==> src/rtl/alu_mc_if.sv <==
// alu_mc_if: request/response bundle for the multi-cycle ALU.
//   Request side : in_valid/in_ready handshake with opA, opB, op.
//   Response side: out_valid/out_ready handshake with result and flags
//                  (carry, zero, gt, overflow, negative, div_zero).
// master = producer of operations / consumer of results (pipeline side).
// slave  = the ALU.
interface alu_mc_if #(
  parameter int N = 24
);
  logic         in_valid;
  logic         in_ready;
  logic [N-1:0] opA;
  logic [N-1:0] opB;
  logic [3:0]   op;
  logic         out_valid;
  logic         out_ready;
  logic [N-1:0] result;
  logic         carry;
  logic         zero;
  logic         gt;
  logic         overflow;
  logic         negative;
  logic         div_zero;

  modport master (
    output in_valid, opA, opB, op, out_ready,
    input  in_ready, out_valid, result, carry, zero, gt, overflow, negative, div_zero
  );

  modport slave (
    input  in_valid, opA, opB, op, out_ready,
    output in_ready, out_valid, result, carry, zero, gt, overflow, negative, div_zero
  );
endinterface

==> src/rtl/alu_mc.sv <==
// alu_mc: multi-cycle execute-stage ALU with registered outputs.
//   Single-cycle ops complete in one cycle; mul (shift-add) and divu/remu
//   (restoring) iterate N cycles. The block stalls the pipeline via
//   in_ready / out_valid while an operation is in flight or unconsumed.
// Ports:
//   clk    - clock, rising edge
//   rst_n  - asynchronous active-low reset
//   flush  - synchronous abort, returns to IDLE and drops any result
//   bus    - alu_mc_if.slave: request/response handshakes, operands, result, flags
//
// state  | meaning
// IDLE   | in_ready=1, waiting for an operation
// MUL    | shift-add iterations, counter 0..N-1
// DIV    | restoring-divide iterations, counter 0..N-1
// DONE   | out_valid=1, result/flags held until out_ready
module alu_mc #(
  parameter int N      = 24,
  parameter int SH_LSB = 4,
  parameter int SW     = $clog2(N)
) (
  input logic    clk,
  input logic    rst_n,
  input logic    flush,
  alu_mc_if.slave bus
);

  localparam int CW = $clog2(N);
  localparam logic [CW-1:0] CNT_LAST = CW'(N - 1);
  localparam logic [SW:0]   N_W      = (SW + 1)'(N);

  localparam logic [3:0] OP_ADD  = 4'd0;
  localparam logic [3:0] OP_XOR  = 4'd1;
  localparam logic [3:0] OP_SUB  = 4'd2;
  localparam logic [3:0] OP_SLTU = 4'd3;
  localparam logic [3:0] OP_SLL  = 4'd4;
  localparam logic [3:0] OP_SRL  = 4'd5;
  localparam logic [3:0] OP_MUL  = 4'd6;
  localparam logic [3:0] OP_SRA  = 4'd7;
  localparam logic [3:0] OP_SLT  = 4'd8;
  localparam logic [3:0] OP_DIVU = 4'd9;
  localparam logic [3:0] OP_REMU = 4'd10;

  typedef enum logic [1:0] {S_IDLE, S_MUL, S_DIV, S_DONE} state_t;

  state_t          r_state;
  logic [CW-1:0]   r_cnt;
  logic [3:0]      r_op;
  logic [2*N-1:0]  r_mcand;
  logic [2*N-1:0]  r_prod;
  logic [N-1:0]    r_mplier;
  logic [N-1:0]    r_quo;
  logic [N-1:0]    r_dvs;
  logic [N-1:0]    r_rem;
  logic            r_out_valid;
  logic [N-1:0]    r_result;
  logic            r_carry;
  logic            r_zero;
  logic            r_gt;
  logic            r_overflow;
  logic            r_negative;
  logic            r_div_zero;

  // ---------------- single-cycle datapath (from live operands) ----------
  logic [N:0]      w_add;
  logic [N:0]      w_sub;
  logic [SW-1:0]   w_amt;
  logic            w_amt_big;
  logic            w_b_zero;
  logic [N-1:0]    w_sc_result;
  logic            w_sc_carry;
  logic            w_sc_gt;
  logic            w_sc_ovf;
  logic            w_sc_arith;
  logic            w_sc_dz;

  assign w_add     = {1'b0, bus.opA} + {1'b0, bus.opB};
  assign w_sub     = {1'b0, bus.opA} + {1'b0, ~bus.opB} + {{N{1'b0}}, 1'b1};
  assign w_amt     = bus.opB[SH_LSB +: SW];
  assign w_amt_big = ({1'b0, w_amt} >= N_W);
  assign w_b_zero  = (bus.opB == '0);

  always_comb begin
    w_sc_result = '0;
    w_sc_carry  = 1'b0;
    w_sc_gt     = 1'b0;
    w_sc_ovf    = 1'b0;
    w_sc_arith  = 1'b0;
    w_sc_dz     = 1'b0;
    case (bus.op)
      OP_ADD: begin
        w_sc_result = w_add[N-1:0];
        w_sc_carry  = w_add[N];
        w_sc_ovf    = (bus.opA[N-1] == bus.opB[N-1]) & (w_add[N-1] != bus.opA[N-1]);
        w_sc_arith  = 1'b1;
      end
      OP_SUB: begin
        w_sc_result = w_sub[N-1:0];
        w_sc_carry  = w_sub[N];
        w_sc_ovf    = (bus.opA[N-1] != bus.opB[N-1]) & (w_sub[N-1] != bus.opA[N-1]);
        // signed A>B: nonzero difference whose sign agrees with overflow
        w_sc_gt     = (w_sub[N-1:0] != '0) & (w_sub[N-1] == w_sc_ovf);
        w_sc_arith  = 1'b1;
      end
      OP_XOR:  w_sc_result = bus.opA ^ bus.opB;
      OP_SLTU: w_sc_result = {{(N-1){1'b0}}, (bus.opA < bus.opB)};
      OP_SLT:  w_sc_result = {{(N-1){1'b0}}, ($signed(bus.opA) < $signed(bus.opB))};
      OP_SLL:  w_sc_result = w_amt_big ? '0 : (bus.opA << w_amt);
      OP_SRL:  w_sc_result = w_amt_big ? '0 : (bus.opA >> w_amt);
      OP_SRA:  w_sc_result = w_amt_big ? {N{bus.opA[N-1]}}
                                       : $unsigned($signed(bus.opA) >>> w_amt);
      // only reached with opB==0: divide-by-zero finishes immediately
      OP_DIVU: begin
        w_sc_result = '1;
        w_sc_dz     = 1'b1;
        w_sc_arith  = 1'b1;
      end
      OP_REMU: begin
        w_sc_result = bus.opA;
        w_sc_dz     = 1'b1;
        w_sc_arith  = 1'b1;
      end
      default: w_sc_result = '0;
    endcase
  end

  // ---------------- iterative datapath ----------------------------------
  logic [2*N-1:0]  w_prod_nxt;
  logic [N:0]      w_rem_sh;
  logic            w_qbit;
  logic [N-1:0]    w_rem_nxt;
  logic [N-1:0]    w_quo_nxt;
  logic [N-1:0]    w_div_res;

  assign w_prod_nxt = r_mplier[0] ? (r_prod + r_mcand) : r_prod;

  // Shifted partial remainder may carry into bit N; if so it certainly
  // exceeds the divisor, and the N-bit modular difference is exact.
  assign w_rem_sh  = {r_rem, r_quo[N-1]};
  assign w_qbit    = w_rem_sh[N] | (w_rem_sh[N-1:0] >= r_dvs);
  assign w_rem_nxt = w_qbit ? (w_rem_sh[N-1:0] - r_dvs) : w_rem_sh[N-1:0];
  assign w_quo_nxt = {r_quo[N-2:0], w_qbit};
  assign w_div_res = (r_op == OP_REMU) ? w_rem_nxt : w_quo_nxt;

  // ---------------- control FSM -----------------------------------------
  always_ff @(posedge clk or negedge rst_n) begin
    if (!rst_n) begin
      r_state     <= S_IDLE;
      r_cnt       <= '0;
      r_op        <= '0;
      r_mcand     <= '0;
      r_prod      <= '0;
      r_mplier    <= '0;
      r_quo       <= '0;
      r_dvs       <= '0;
      r_rem       <= '0;
      r_out_valid <= 1'b0;
      r_result    <= '0;
      r_carry     <= 1'b0;
      r_zero      <= 1'b0;
      r_gt        <= 1'b0;
      r_overflow  <= 1'b0;
      r_negative  <= 1'b0;
      r_div_zero  <= 1'b0;
    end else if (flush) begin
      r_state     <= S_IDLE;
      r_cnt       <= '0;
      r_out_valid <= 1'b0;
    end else begin
      case (r_state)
        S_IDLE: begin
          if (bus.in_valid) begin
            r_op  <= bus.op;
            r_cnt <= '0;
            if (bus.op == OP_MUL) begin
              r_mcand  <= {{N{1'b0}}, bus.opA};
              r_mplier <= bus.opB;
              r_prod   <= '0;
              r_state  <= S_MUL;
            end else if ((bus.op == OP_DIVU || bus.op == OP_REMU) && !w_b_zero) begin
              r_quo   <= bus.opA;
              r_dvs   <= bus.opB;
              r_rem   <= '0;
              r_state <= S_DIV;
            end else begin
              r_result    <= w_sc_result;
              r_carry     <= w_sc_carry;
              r_zero      <= w_sc_arith & (w_sc_result == '0);
              r_gt        <= w_sc_gt;
              r_overflow  <= w_sc_ovf;
              r_negative  <= w_sc_arith & w_sc_result[N-1];
              r_div_zero  <= w_sc_dz;
              r_out_valid <= 1'b1;
              r_state     <= S_DONE;
            end
          end
        end
        S_MUL: begin
          r_prod   <= w_prod_nxt;
          r_mcand  <= r_mcand << 1;
          r_mplier <= r_mplier >> 1;
          r_cnt    <= r_cnt + 1'b1;
          if (r_cnt == CNT_LAST) begin
            r_result    <= w_prod_nxt[N-1:0];
            r_carry     <= |w_prod_nxt[2*N-1:N];
            r_overflow  <= |w_prod_nxt[2*N-1:N];
            r_zero      <= (w_prod_nxt[N-1:0] == '0);
            r_negative  <= w_prod_nxt[N-1];
            r_gt        <= 1'b0;
            r_div_zero  <= 1'b0;
            r_out_valid <= 1'b1;
            r_state     <= S_DONE;
          end
        end
        S_DIV: begin
          r_rem <= w_rem_nxt;
          r_quo <= w_quo_nxt;
          r_cnt <= r_cnt + 1'b1;
          if (r_cnt == CNT_LAST) begin
            r_result    <= w_div_res;
            r_carry     <= 1'b0;
            r_overflow  <= 1'b0;
            r_zero      <= (w_div_res == '0);
            r_negative  <= w_div_res[N-1];
            r_gt        <= 1'b0;
            r_div_zero  <= 1'b0;
            r_out_valid <= 1'b1;
            r_state     <= S_DONE;
          end
        end
        S_DONE: begin
          if (bus.out_ready) begin
            r_out_valid <= 1'b0;
            r_state     <= S_IDLE;
          end
        end
        default: r_state <= S_IDLE;
      endcase
    end
  end

  assign bus.in_ready  = (r_state == S_IDLE);
  assign bus.out_valid = r_out_valid;
  assign bus.result    = r_result;
  assign bus.carry     = r_carry;
  assign bus.zero      = r_zero;
  assign bus.gt        = r_gt;
  assign bus.overflow  = r_overflow;
  assign bus.negative  = r_negative;
  assign bus.div_zero  = r_div_zero;

endmodule

==> src/flat_wrapper.sv <==
// flat-port wrapper written by rule: the top's interface ports become plain ports
module alu_mc_flat 
#(
  parameter int N      = 24,
  parameter int SH_LSB = 4,
  parameter int SW     = $clog2(N)
)
  (clk, rst_n, flush, bus_in_valid, bus_opA, bus_opB, bus_op, bus_out_ready, bus_in_ready, bus_out_valid, bus_result, bus_carry, bus_zero, bus_gt, bus_overflow, bus_negative, bus_div_zero);
  alu_mc_if #(.N(N)) bus_i ();
  input logic clk;
  input logic rst_n;
  input logic flush;
  input wire logic [$bits(bus_i.in_valid)-1:0] bus_in_valid;
  input wire logic [$bits(bus_i.opA)-1:0] bus_opA;
  input wire logic [$bits(bus_i.opB)-1:0] bus_opB;
  input wire logic [$bits(bus_i.op)-1:0] bus_op;
  input wire logic [$bits(bus_i.out_ready)-1:0] bus_out_ready;
  output wire logic [$bits(bus_i.in_ready)-1:0] bus_in_ready;
  output wire logic [$bits(bus_i.out_valid)-1:0] bus_out_valid;
  output wire logic [$bits(bus_i.result)-1:0] bus_result;
  output wire logic [$bits(bus_i.carry)-1:0] bus_carry;
  output wire logic [$bits(bus_i.zero)-1:0] bus_zero;
  output wire logic [$bits(bus_i.gt)-1:0] bus_gt;
  output wire logic [$bits(bus_i.overflow)-1:0] bus_overflow;
  output wire logic [$bits(bus_i.negative)-1:0] bus_negative;
  output wire logic [$bits(bus_i.div_zero)-1:0] bus_div_zero;
  assign bus_i.in_valid = bus_in_valid;
  assign bus_i.opA = bus_opA;
  assign bus_i.opB = bus_opB;
  assign bus_i.op = bus_op;
  assign bus_i.out_ready = bus_out_ready;
  assign bus_in_ready = bus_i.in_ready;
  assign bus_out_valid = bus_i.out_valid;
  assign bus_result = bus_i.result;
  assign bus_carry = bus_i.carry;
  assign bus_zero = bus_i.zero;
  assign bus_gt = bus_i.gt;
  assign bus_overflow = bus_i.overflow;
  assign bus_negative = bus_i.negative;
  assign bus_div_zero = bus_i.div_zero;
  alu_mc #(.N(N), .SH_LSB(SH_LSB), .SW(SW)) u_core (.clk(clk), .rst_n(rst_n), .flush(flush), .bus(bus_i));
endmodule
==> config.mk <==
export PLATFORM = sky130hd
export DESIGN_NAME = alu_mc_flat
export DESIGN_NICKNAME = d
export VERILOG_FILES = /design/src/rtl/alu_mc_if.sv /design/src/rtl/alu_mc.sv /design/src/flat_wrapper.sv
export SDC_FILE = /design/constraint.sdc
export NUM_CORES = 1
export LEC_CHECK = 0
export ABC_CLOCK_PERIOD_IN_PS = 3480
export BUFFER_PORTS_ARGS = -buffer_cell sky130_fd_sc_hd__buf_4
export CAP_MARGIN = 25
export CELL_PAD_IN_SITES_DETAIL_PLACEMENT = 1
export CELL_PAD_IN_SITES_GLOBAL_PLACEMENT = 1
export CORE_MARGIN = 2
export CORE_UTILIZATION = 35
export DETAILED_ROUTE_END_ITERATION = 10
export PLACE_DENSITY = 0.73
export SLEW_MARGIN = 20
export SYNTH_ARGS = -nofsm -noshare
export SYNTH_HDL_FRONTEND = slang
export SYNTH_SLANG_ARGS = --single-unit
==> constraint.sdc <==
create_clock -name clk -period 3.48 [get_ports clk]
set_input_delay 0.348 -clock clk [delete_from_list [all_inputs] [get_ports clk]]
set_output_delay 0.348 -clock clk [all_outputs]
set_load 0.005 [all_outputs]
==> run_results.csv, run 1 <==
group,metric,value,unit
power_and_ir_drop,leakagePower,14.6,nW
detailed_routing,top_layer,"met5",
setup_path,crit_type,"reg -> reg",
cells_and_area,fill_cells,7720,
logic_synthesis,yosys.cell_types.count,105,
power_and_ir_drop,pwr-share-seq,19.2,%
logic_synthesis,netlist_top_cells_count,"nand2_1 (472), o21ai_0 (306), dfrtp_1 (234)",
grt,grt_start_max_net_pins,76,
cells_and_area,final_layout_size_suffix_gt1_share,31.8,%
clocking,insertion_delay,0.63,ns
sta,whs,0.0455,ns
grt,grt_first_pass_wirelength,178000,um
placement,dpl_worst_slack,-1.51,ns
clocking,clkTransAtPathRegs,0.06,ns
logic_synthesis,ys.warnings.count,0,
floorplan,row_count,92,
setup_path,worstPathRequired,3.98,ns
placement,gp_routability_congestion,1.05,
min_path,holdCritPathClass,"in -> reg",
detailed_routing,m1WireLength,49200,um
cells_and_area,stdcell_area,31600,sq um
detailed_routing,postRouteAntennaNets,0,
grt,antenna_found_initial,6,
setup_path,worst_setup_path_start_kind,"flip-flop",
detailed_routing,wl_per_cell,26.5,um
sta,slew_viol_final,0,
setup_path,worst_path_max_delay_cell,"dfrtp_1",
logic_synthesis,syn_nets,3147,
run_status,status,"complete, but fails checks",
power_and_ir_drop,power.density,759,nW/um^2
clocking,root_buffer,"clkbuf_16",
detailed_routing,wl_met2,55700,um
floorplan,die-height,256,um
cells_and_area,areaGrowthSynthToFinish,41.7,%
floorplan,core_area,63000,sq um
logic_synthesis,synth-seq-cells,234,
grt,track_usage,35.0,%
detailed_routing,routed_wl,121000,um
floorplan,dieArea,65700,sq um
setup_path,crit_arrival,4.58,ns
sta,hold_viol,0,
floorplan,io_pins,89,
detailed_routing,dr.pass1.iters,6,
clocking,cts_tree,"done",
logic_synthesis,synth_ff_type,"dfrtp_1",
setup_path,endpoint_kind,"flip-flop",
sta,timing.final.crit_period,4.08,ns
placement,port_buffers,88,
cells_and_area,multiInputGateArea,16200,sq um
sta,setup_ws,-0.600,ns
logic_synthesis,netlist_top_cells_area,"dfrtp_1 (26%), nand2_1 (7.9%), ha_1 (7.0%)",
power_and_ir_drop,p_clk_share,13.8,%
logic_synthesis,yosysMostFrequentCell,"nand2_1",
logic_synthesis,yosysSeqAreaShare,26.3,%
power_and_ir_drop,netSwitchingPower,11.2,mW
cells_and_area,final_util,50.2,%
clocking,clockBufferDepth,3,
placement,hpwl,91400,um
logic_synthesis,yosysTopAreaCellShare,26.3,%
logic_synthesis,syn_area,22300,sq um
floorplan,initial_core_util,35.4,%
grt,grt_overflow_total,0,
power_and_ir_drop,ir_worst_vdd,492,uV
power_and_ir_drop,power.internal,12.7,mW
power_and_ir_drop,combPwrFrac,67.0,%
setup_path,crit_fanout,6,
clocking,tritoncts_num_sinks,234,
sta,tightest_slew,0.855,ns
sta,grt_setup_unrepaired,"true",
logic_synthesis,synth_edf_count,0,
cells_and_area,num-nets-final,3888,
run_status,violations,"setup timing",
cells_and_area,seq_area,5860,sq um
detailed_routing,viasPerCell,6.05,
detailed_routing,met3_length,9010,um
logic_synthesis,synthArstFlopShare,100,%
clocking,h-tree-depth,1,
placement,postPlaceCellArea,29200,sq um
sta,final-setup-viol-count,9,
setup_path,critPathMaxStageDelay,0.46,ns
cells_and_area,diodes,0,
power_and_ir_drop,switching_share,46.9,%
sta,slew_headroom,43.0,%
logic_synthesis,synthCells,2960,
clocking,numCtsBuffers,29,
setup_path,path_cells,"inv_1, ha_1, and2_4, and3_4, a2111oi_4, buf_4, nand2_4, or3_1, o31ai_1, a211oi_2, a211o_1, or4_4, nor4_4, nand4_1, a31oi_1",
grt,grt_pass1_vias,28800,
detailed_routing,drcViolationCount,0,
floorplan,die_w,256,um
logic_synthesis,avgSynthCellArea,7.53,sq um
power_and_ir_drop,total_power,24.0,mW
detailed_routing,drt_iter0_markers,2527,
sta,fmax,245,MHz
sta,period_share,117,%
logic_synthesis,synth_top_area_cell,"dfrtp_1",
sta,finClkSkew,0.0387,ns
job,maxCapViolCount,0,
detailed_routing,num_vias,27600,
-- path summary, 6_finish.rpt --
kind                                                   startpoint                           endpoint  slack [ns]  depth (start not counted)
worst max-delay path                 u_core.r_dvs[21]$_DFFE_PN0P_        u_core.bus.zero$_DFFE_PN0P_       -0.60                         15
worst min-delay path                                        flush        u_core.r_cnt[0]$_DFFE_PN0P_        0.05                          2
worst max register to register       u_core.r_dvs[21]$_DFFE_PN0P_        u_core.bus.zero$_DFFE_PN0P_       -0.60                         15
worst min register to register  u_core.bus.result[11]$_DFFE_PN0P_  u_core.bus.result[11]$_DFFE_PN0P_        0.48                          2
max in group asynchronous                                   rst_n   u_core.bus.out_valid$_DFFE_PN0P_        2.20                          3
min in group asynchronous                                   rst_n       u_core.r_rem[16]$_DFFE_PN0P_        0.29                          2
-- metrics by stage --
stage               cells  TNS (ns)
CTS                  4549     -2.11
finish               4570     -2.62
global placement     4460    -11.73
floorplan            2960     -2.78
detailed placement   4460    -14.88
global route         4570     -4.49
-- cells in the final DEF (no fill, tap or decap), drive strengths merged, types with 24 or more instances in the layout --
| cell type | n |
|---|---|
| nand2b | 33 |
| mux2i | 144 |
| o211ai | 35 |
| nor3 | 76 |
| a21oi | 196 |
| buf | 908 |
| o22ai | 29 |
| a21o | 40 |
| xnor2 | 59 |
| nor4 | 41 |
| nand4 | 39 |
| mux2 | 30 |
| xor2 | 24 |
| o21ai | 321 |
| inv | 110 |
| o31ai | 24 |
| a211oi | 39 |
| ha | 125 |
| nor2 | 230 |
| a31oi | 35 |
| nand3 | 88 |
| dfrtp | 234 |
| clkbuf | 37 |
| nand2 | 473 |
-- per-layer routing --
| metal | global-route usage (%) | vias to the layer above |
|---|---|---|
| li1 | - | 12200 |
| met1 | 43.8 | 13800 |
| met2 | 58.0 | 1204 |
| met3 | 6.76 | 391 |
| met4 | 16.6 | 8 |
| met5 | 0 | - |
-- final cells by class --
class / count / area share (%)
inverter: 111 / 1.38
tap: 846 / 3.35
clock buffer: 37 / 2.49
timing repair buffer: 909 / 22.1
sequential: 234 / 18.6
clock inverter: 17 / 0.689
multi-input combinational: 2416 / 51.4
-- worst max-delay path: cells and delay by family (launching register included) --
| kind | cells | cell delay (ns) |
|---|---|---|
| simple gates | 7 | 1.72 |
| compound gates | 5 | 1.20 |
| flops | 1 | 0.46 |
| buf+inv | 2 | 0.27 |
| fa+ha+maj | 1 | 0.31 |
-- power groups by stage --
stage	logic, mW	registers [mW]	clock network [mW]
after global placement	13.4	4.47	0
final	16.1	4.60	3.31
after CTS	14.8	4.51	3.34
after detailed placement	14.0	4.55	0
after floorplan	7.25	4.23	0
after global routing	17.1	4.66	3.45
-- state kept, by name, summed over array words and instances (netlist names), 2 cells and up --
name and count:
u_core.bus.result 24, u_core.r_prod 48, u_core.r_quo 24, u_core.r_cnt 5, u_core.r_op 4, u_core.r_rem 24, u_core.r_state 2, u_core.r_mcand 48
u_core.r_mplier 24, u_core.r_dvs 24
-- repair_timing --
action | CTS | global route
resized for setup | 86 | 125
pin swaps | 50 | 65
endpoints found under the setup margin | 30 | 33
endpoints found under the hold margin | 68 | 0
hold buffers | 1 | 0
setup buffers | 35 | 25
-- cells by family (layout without fill, tap and decap cells) --
logic type	after synthesis	after routing	synth area share, %
multiplexers	178	178	8.39
XOR/XNOR	83	83	3.26
AO/OA/AOI/OAI	931	931	26.7
flip-flops	234	234	26.3
adder cells (fa/ha/maj)	130	130	7.46
buffers and inverters	310	1074	5.40
AND/OR/NAND/NOR	1094	1094	22.6
(Power assumes the default switching activity.)
==> run 2: changes to the inputs <==
--- a/config.mk
+++ b/config.mk
@@ -11,9 +11,9 @@
 export CELL_PAD_IN_SITES_DETAIL_PLACEMENT = 1
 export CELL_PAD_IN_SITES_GLOBAL_PLACEMENT = 1
 export CORE_MARGIN = 2
-export CORE_UTILIZATION = 35
+export CORE_UTILIZATION = 43
 export DETAILED_ROUTE_END_ITERATION = 10
-export PLACE_DENSITY = 0.73
+export PLACE_DENSITY = 0.85
 export SLEW_MARGIN = 20
 export SYNTH_ARGS = -nofsm -noshare
 export SYNTH_HDL_FRONTEND = slang
==> run 2 against run 1 <==
Compared with the run above:
- the flow now stops in global routing
- synthesized cell count unchanged
- area after synthesis unchanged
==> run_results.csv, run 2 <==
group,metric,value,unit
logic_synthesis,synth-simple-area-share,22.6,%
logic_synthesis,synth_fa_ha_area_share,7.46,%
clocking,tritoncts_num_sinks,234,
logic_synthesis,synthCells,2960,
placement,hpwl,96600,um
logic_synthesis,syn_area,22300,sq um
logic_synthesis,synth_top_family_by_area,"compound AO/OA/AOI/OAI gates",
run_status,error_line,"[ERROR GRT-0232] Routing congestion too high. Check the congestion heatmap in the GUI.",
logic_synthesis,synth-xor-area-share,3.26,%
grt,track_usage,79.0,%
clocking,root_buffer,"clkbuf_16",
logic_synthesis,yosysTopAreaCellShare,26.3,%
clocking,h-tree-depth,1,
grt,antenna_found_initial,43,
logic_synthesis,ys.warnings.count,0,
logic_synthesis,synth_edf_count,0,
floorplan,die_w,232,um
logic_synthesis,yosys.cell_types.count,105,
sta,worstEndpointGrtRepair,"u_core.bus.zero$_DFFE_PN0P_/D",
floorplan,row_count,83,
sta,endpoint_type,"sequential cell input",
floorplan,initial_core_util,43.5,%
placement,place_inst,4343,
logic_synthesis,synth_top_area_cell,"dfrtp_1",
run_status,stop_stage,"global routing",
logic_synthesis,yosysSeqAreaShare,26.3,%
run_status,status,"aborted with a tool error",
logic_synthesis,syn_nets,3147,
floorplan,io_pins,89,
logic_synthesis,netlist_top_cells_count,"nand2_1 (472), o21ai_0 (306), dfrtp_1 (234)",
logic_synthesis,synth_ff_type,"dfrtp_1",
logic_synthesis,netlist_top_cells_area,"dfrtp_1 (26%), nand2_1 (7.9%), ha_1 (7.0%)",
floorplan,die-height,232,um
logic_synthesis,yosysMostFrequentCell,"nand2_1",
grt,grt_overflow_total,111,
clocking,clockBufferDepth,3,
logic_synthesis,avgSynthCellArea,7.53,sq um
logic_synthesis,synth-seq-cells,234,
grt,grt_start_max_net_pins,99,
placement,gp_routability_congestion,1.08,
placement,port_buffers,88,
logic_synthesis,synthArstFlopShare,100,%
logic_synthesis,synth_compound_area_share,26.7,%
clocking,numCtsBuffers,30,
logic_synthesis,synth.area.mux_share,8.39,%
==> run 2: kinds of logic after synthesis <==
family | count (synthesis)
multiplexers | 178
adder cells (fa/ha/maj) | 130
AO/OA/AOI/OAI | 931
flip-flops | 234
AND/OR/NAND/NOR | 1094
XOR/XNOR | 83
buffers and inverters | 310
==> run 2: routing by layer <==
layer / overflow / track usage, %
met1: 3 / 79.0
met2: 32 / 93.7
met3: 9 / 65.3
met4: 66 / 78.5
met5: 1 / 40.4
==> run 2: what timing repair did <==
item	in CTS
endpoints found under the hold margin	94
hold buffers	1
gates resized for setup	155
gates cloned	1
buffers inserted	48
endpoints found under the setup margin	38
pin swaps	74
==> run 2: per-stage QoR <==
stage / instance area [sq um] / util, % / hold slack [ns] / worst slack [ns]
4_1_cts: 31400 / 61.3 / 0.0270 / -0.555
3_5_place_dp: 29400 / 57.3 / 0.475 / -1.45
3_3_place_gp: 29400 / 57.3 / 0.462 / -1.17
2_1_floorplan: 22500 / - / 0.0524 / -0.710
==> run 3: changes to the inputs <==
==> config.mk (replaced) <==
export PLATFORM = sky130hd
export DESIGN_NAME = alu_mc_flat
export DESIGN_NICKNAME = d
export VERILOG_FILES = /design/src/rtl/alu_mc_if.sv /design/src/rtl/alu_mc.sv /design/src/flat_wrapper.sv
export SDC_FILE = /design/constraint.sdc
export NUM_CORES = 1
export LEC_CHECK = 0
export ABC_CLOCK_PERIOD_IN_PS = 4500
export BUFFER_PORTS_ARGS = -buffer_cell sky130_fd_sc_hd__buf_4
export CAP_MARGIN = 25
export CORE_MARGIN = 2
export CORE_UTILIZATION = 35
export DETAILED_ROUTE_END_ITERATION = 10
export PLACE_DENSITY_LB_ADDON = 0.15
export SLEW_MARGIN = 20
export SYNTH_ARGS = -nofsm -noshare
export SYNTH_HDL_FRONTEND = slang
export SYNTH_SLANG_ARGS = --single-unit
==> constraint.sdc (replaced) <==
create_clock -name clk -period 4.5 [get_ports clk]
set_input_delay 0.45 -clock clk [delete_from_list [all_inputs] [get_ports clk]]
set_output_delay 0.45 -clock clk [all_outputs]
set_load 0.005 [all_outputs]
==> run 3 against run 2 <==
Compared with the run above:
- the flow now finishes without violations
==> run_results.csv, run 3 (synthesis results as in run 1) <==
group,metric,value,unit
run_status,status,"finished, final reports clean",
grt,grt_first_pass_wirelength,151000,um
detailed_routing,routed_wl,101000,um
cells_and_area,final_common_cell,"nand2_1",
clocking,root_buffer,"clkbuf_16",
setup_path,crit_arrival,4.76,ns
grt,track_usage,29.9,%
power_and_ir_drop,total_power,14.4,mW
floorplan,dieArea,65700,sq um
setup_path,crit_type,"reg -> reg",
power_and_ir_drop,p_clk_share,16.9,%
power_and_ir_drop,pwr-share-seq,24.5,%
power_and_ir_drop,power.density,553,nW/um^2
clocking,insertion_delay,0.60,ns
setup_path,worstPathRequired,4.99,ns
clocking,cts_tree,"done",
grt,grt_pass1_vias,23000,
clocking,clkTransAtPathRegs,0.06,ns
placement,hpwl,76800,um
placement,port_buffers,88,
clocking,clockBufferDepth,3,
cells_and_area,largestRegisters,"u_core.r_mcand: 48 flops, u_core.r_prod: 48 flops",
floorplan,core_area,63000,sq um
placement,place_inst,3897,
clocking,numCtsBuffers,30,
floorplan,row_count,92,
cells_and_area,mostFrequentLayoutCells,"nand2_1 (472), o21ai_0 (306), buf_4 (289)",
cells_and_area,num-nets-final,3274,
power_and_ir_drop,combPwrFrac,58.6,%
setup_path,crit_fanout,5,
detailed_routing,wl_per_cell,25.4,um
sta,final-setup-viol-count,0,
sta,whs,0.161,ns
detailed_routing,drcViolationCount,0,
sta,finClkSkew,0.0365,ns
detailed_routing,postRouteAntennaNets,0,
cells_and_area,fin_cells,3959,
setup_path,endpoint_kind,"flip-flop",
placement,gp_routability_congestion,0.998,
detailed_routing,drt_iter0_markers,2331,
grt,grt_start_max_net_pins,93,
min_path,holdCritPathClass,"in -> reg",
cells_and_area,stdcell_area,26000,sq um
floorplan,die-height,256,um
cells_and_area,areaGrowthSynthToFinish,16.6,%
detailed_routing,dr.pass1.iters,6,
floorplan,initial_core_util,35.4,%
power_and_ir_drop,power.internal,7.46,mW
job,maxCapViolCount,0,
sta,timing.final.crit_period,4.27,ns
placement,postPlaceCellArea,24900,sq um
sta,grt_setup_unrepaired,"false",
cells_and_area,final_layout_size_suffix_gt1_share,14.4,%
sta,slew_viol_final,0,
setup_path,worst_setup_path_start_kind,"flip-flop",
grt,grt_overflow_total,0,
sta,fmax,234,MHz
grt,antenna_found_initial,6,
sta,period_share,94.9,%
sta,tns,0,ns
cells_and_area,fill_cells,6532,
clocking,h-tree-depth,1,
clocking,tritoncts_num_sinks,234,
sta,hold_viol,0,
detailed_routing,num_vias,23900,
power_and_ir_drop,netSwitchingPower,6.90,mW
floorplan,die_w,256,um
detailed_routing,viasPerCell,6.03,
power_and_ir_drop,ir_worst_vdd,369,uV
power_and_ir_drop,leakagePower,11.4,nW
floorplan,io_pins,89,
sta,tightest_slew,0.779,ns
power_and_ir_drop,switching_share,48.1,%
sta,slew_headroom,47.4,%
## run 3: per-stage QoR
step | utilization, % | worst slack (ns)
final | 41.3 | 0.229
after global routing | 41.3 | 0.00157
after CTS | 41.1 | 0.0424
after detailed placement | 39.6 | -0.581
after global placement | 39.6 | -0.412
after floorplan | - | 0.0559
## run 3: worst max-delay path: stages, from the launching register on
cell      delay, ns
dfrtp_1        0.42
ha_1           0.23
inv_1          0.08
fa_1           0.19
and2b_1        0.22
o211ai_2       0.30
a211oi_4       0.12
nor4bb_4       0.43
o41ai_4        0.12
buf_4          0.17
buf_4          0.13
a211o_1        0.29
a21oi_1        0.18
xor2_1         0.27
a41oi_1        0.16
or4_1          0.53
o21ai_1        0.13
buf_4          0.15
a21oi_1        0.07
## run 3: path summary, 6_finish.rpt
| check | from | endpoint | slack, ns | depth (start not counted) |
|---|---|---|---|---|
| max in group asynchronous | rst_n | u_core.r_prod[35]$_DFFE_PN0P_ | 2.86 | 3 |
| worst max register to register | u_core.r_prod[0]$_DFFE_PN0P_ | u_core.bus.overflow$_DFFE_PN0P_ | 0.23 | 18 |
| worst max-delay path | u_core.r_prod[0]$_DFFE_PN0P_ | u_core.bus.overflow$_DFFE_PN0P_ | 0.23 | 18 |
| min in group asynchronous | rst_n | u_core.r_rem[12]$_DFFE_PN0P_ | 0.48 | 2 |
| worst min register to register | u_core.bus.result[10]$_DFFE_PN0P_ | u_core.bus.result[10]$_DFFE_PN0P_ | 0.48 | 2 |
| worst min-delay path | flush | u_core.r_state[0]$_DFFE_PN0P_ | 0.16 | 2 |
## run 3: timing repair
| item | CTS | global route |
|---|---|---|
| hold buffers | 1 | 0 |
| gates resized for setup | 0 | 10 |
| endpoints found under the hold margin | 82 | 0 |
| buffers inserted | 0 | 2 |
| setup endpoints to repair | 0 | 4 |
## run 3: power groups by stage
stage                     Sequential, mW  Clock, mW  Combinational, mW
final                               3.52       2.43               8.42
after global routing                3.61       2.57               9.23
after CTS                           3.51       2.49               8.30
after detailed placement            3.54          0               8.27
after global placement              3.51          0               8.19
after floorplan                     3.27          0               5.59
## run 3: final cells by class
class	count	area (sq um)	share of cell area, %
well taps	846	1060	4.07
multi-input cells	2416	15400	59.3
clock inverters	12	140	0.539
diodes	5	12.5	0.0481
repair buffers	294	2250	8.67
flip-flops and latches	234	5860	22.5
inverters	111	418	1.61
clock buffers	41	852	3.28
## run 3: per-layer routing
metal	routed length, um	global-route usage, %	vias to the layer above
met4	5190	13.1	2
met3	7640	4.16	227
met1	43800	41.1	11500
met5	8	0	-
met2	44100	46.7	1056
li1	-	-	11000
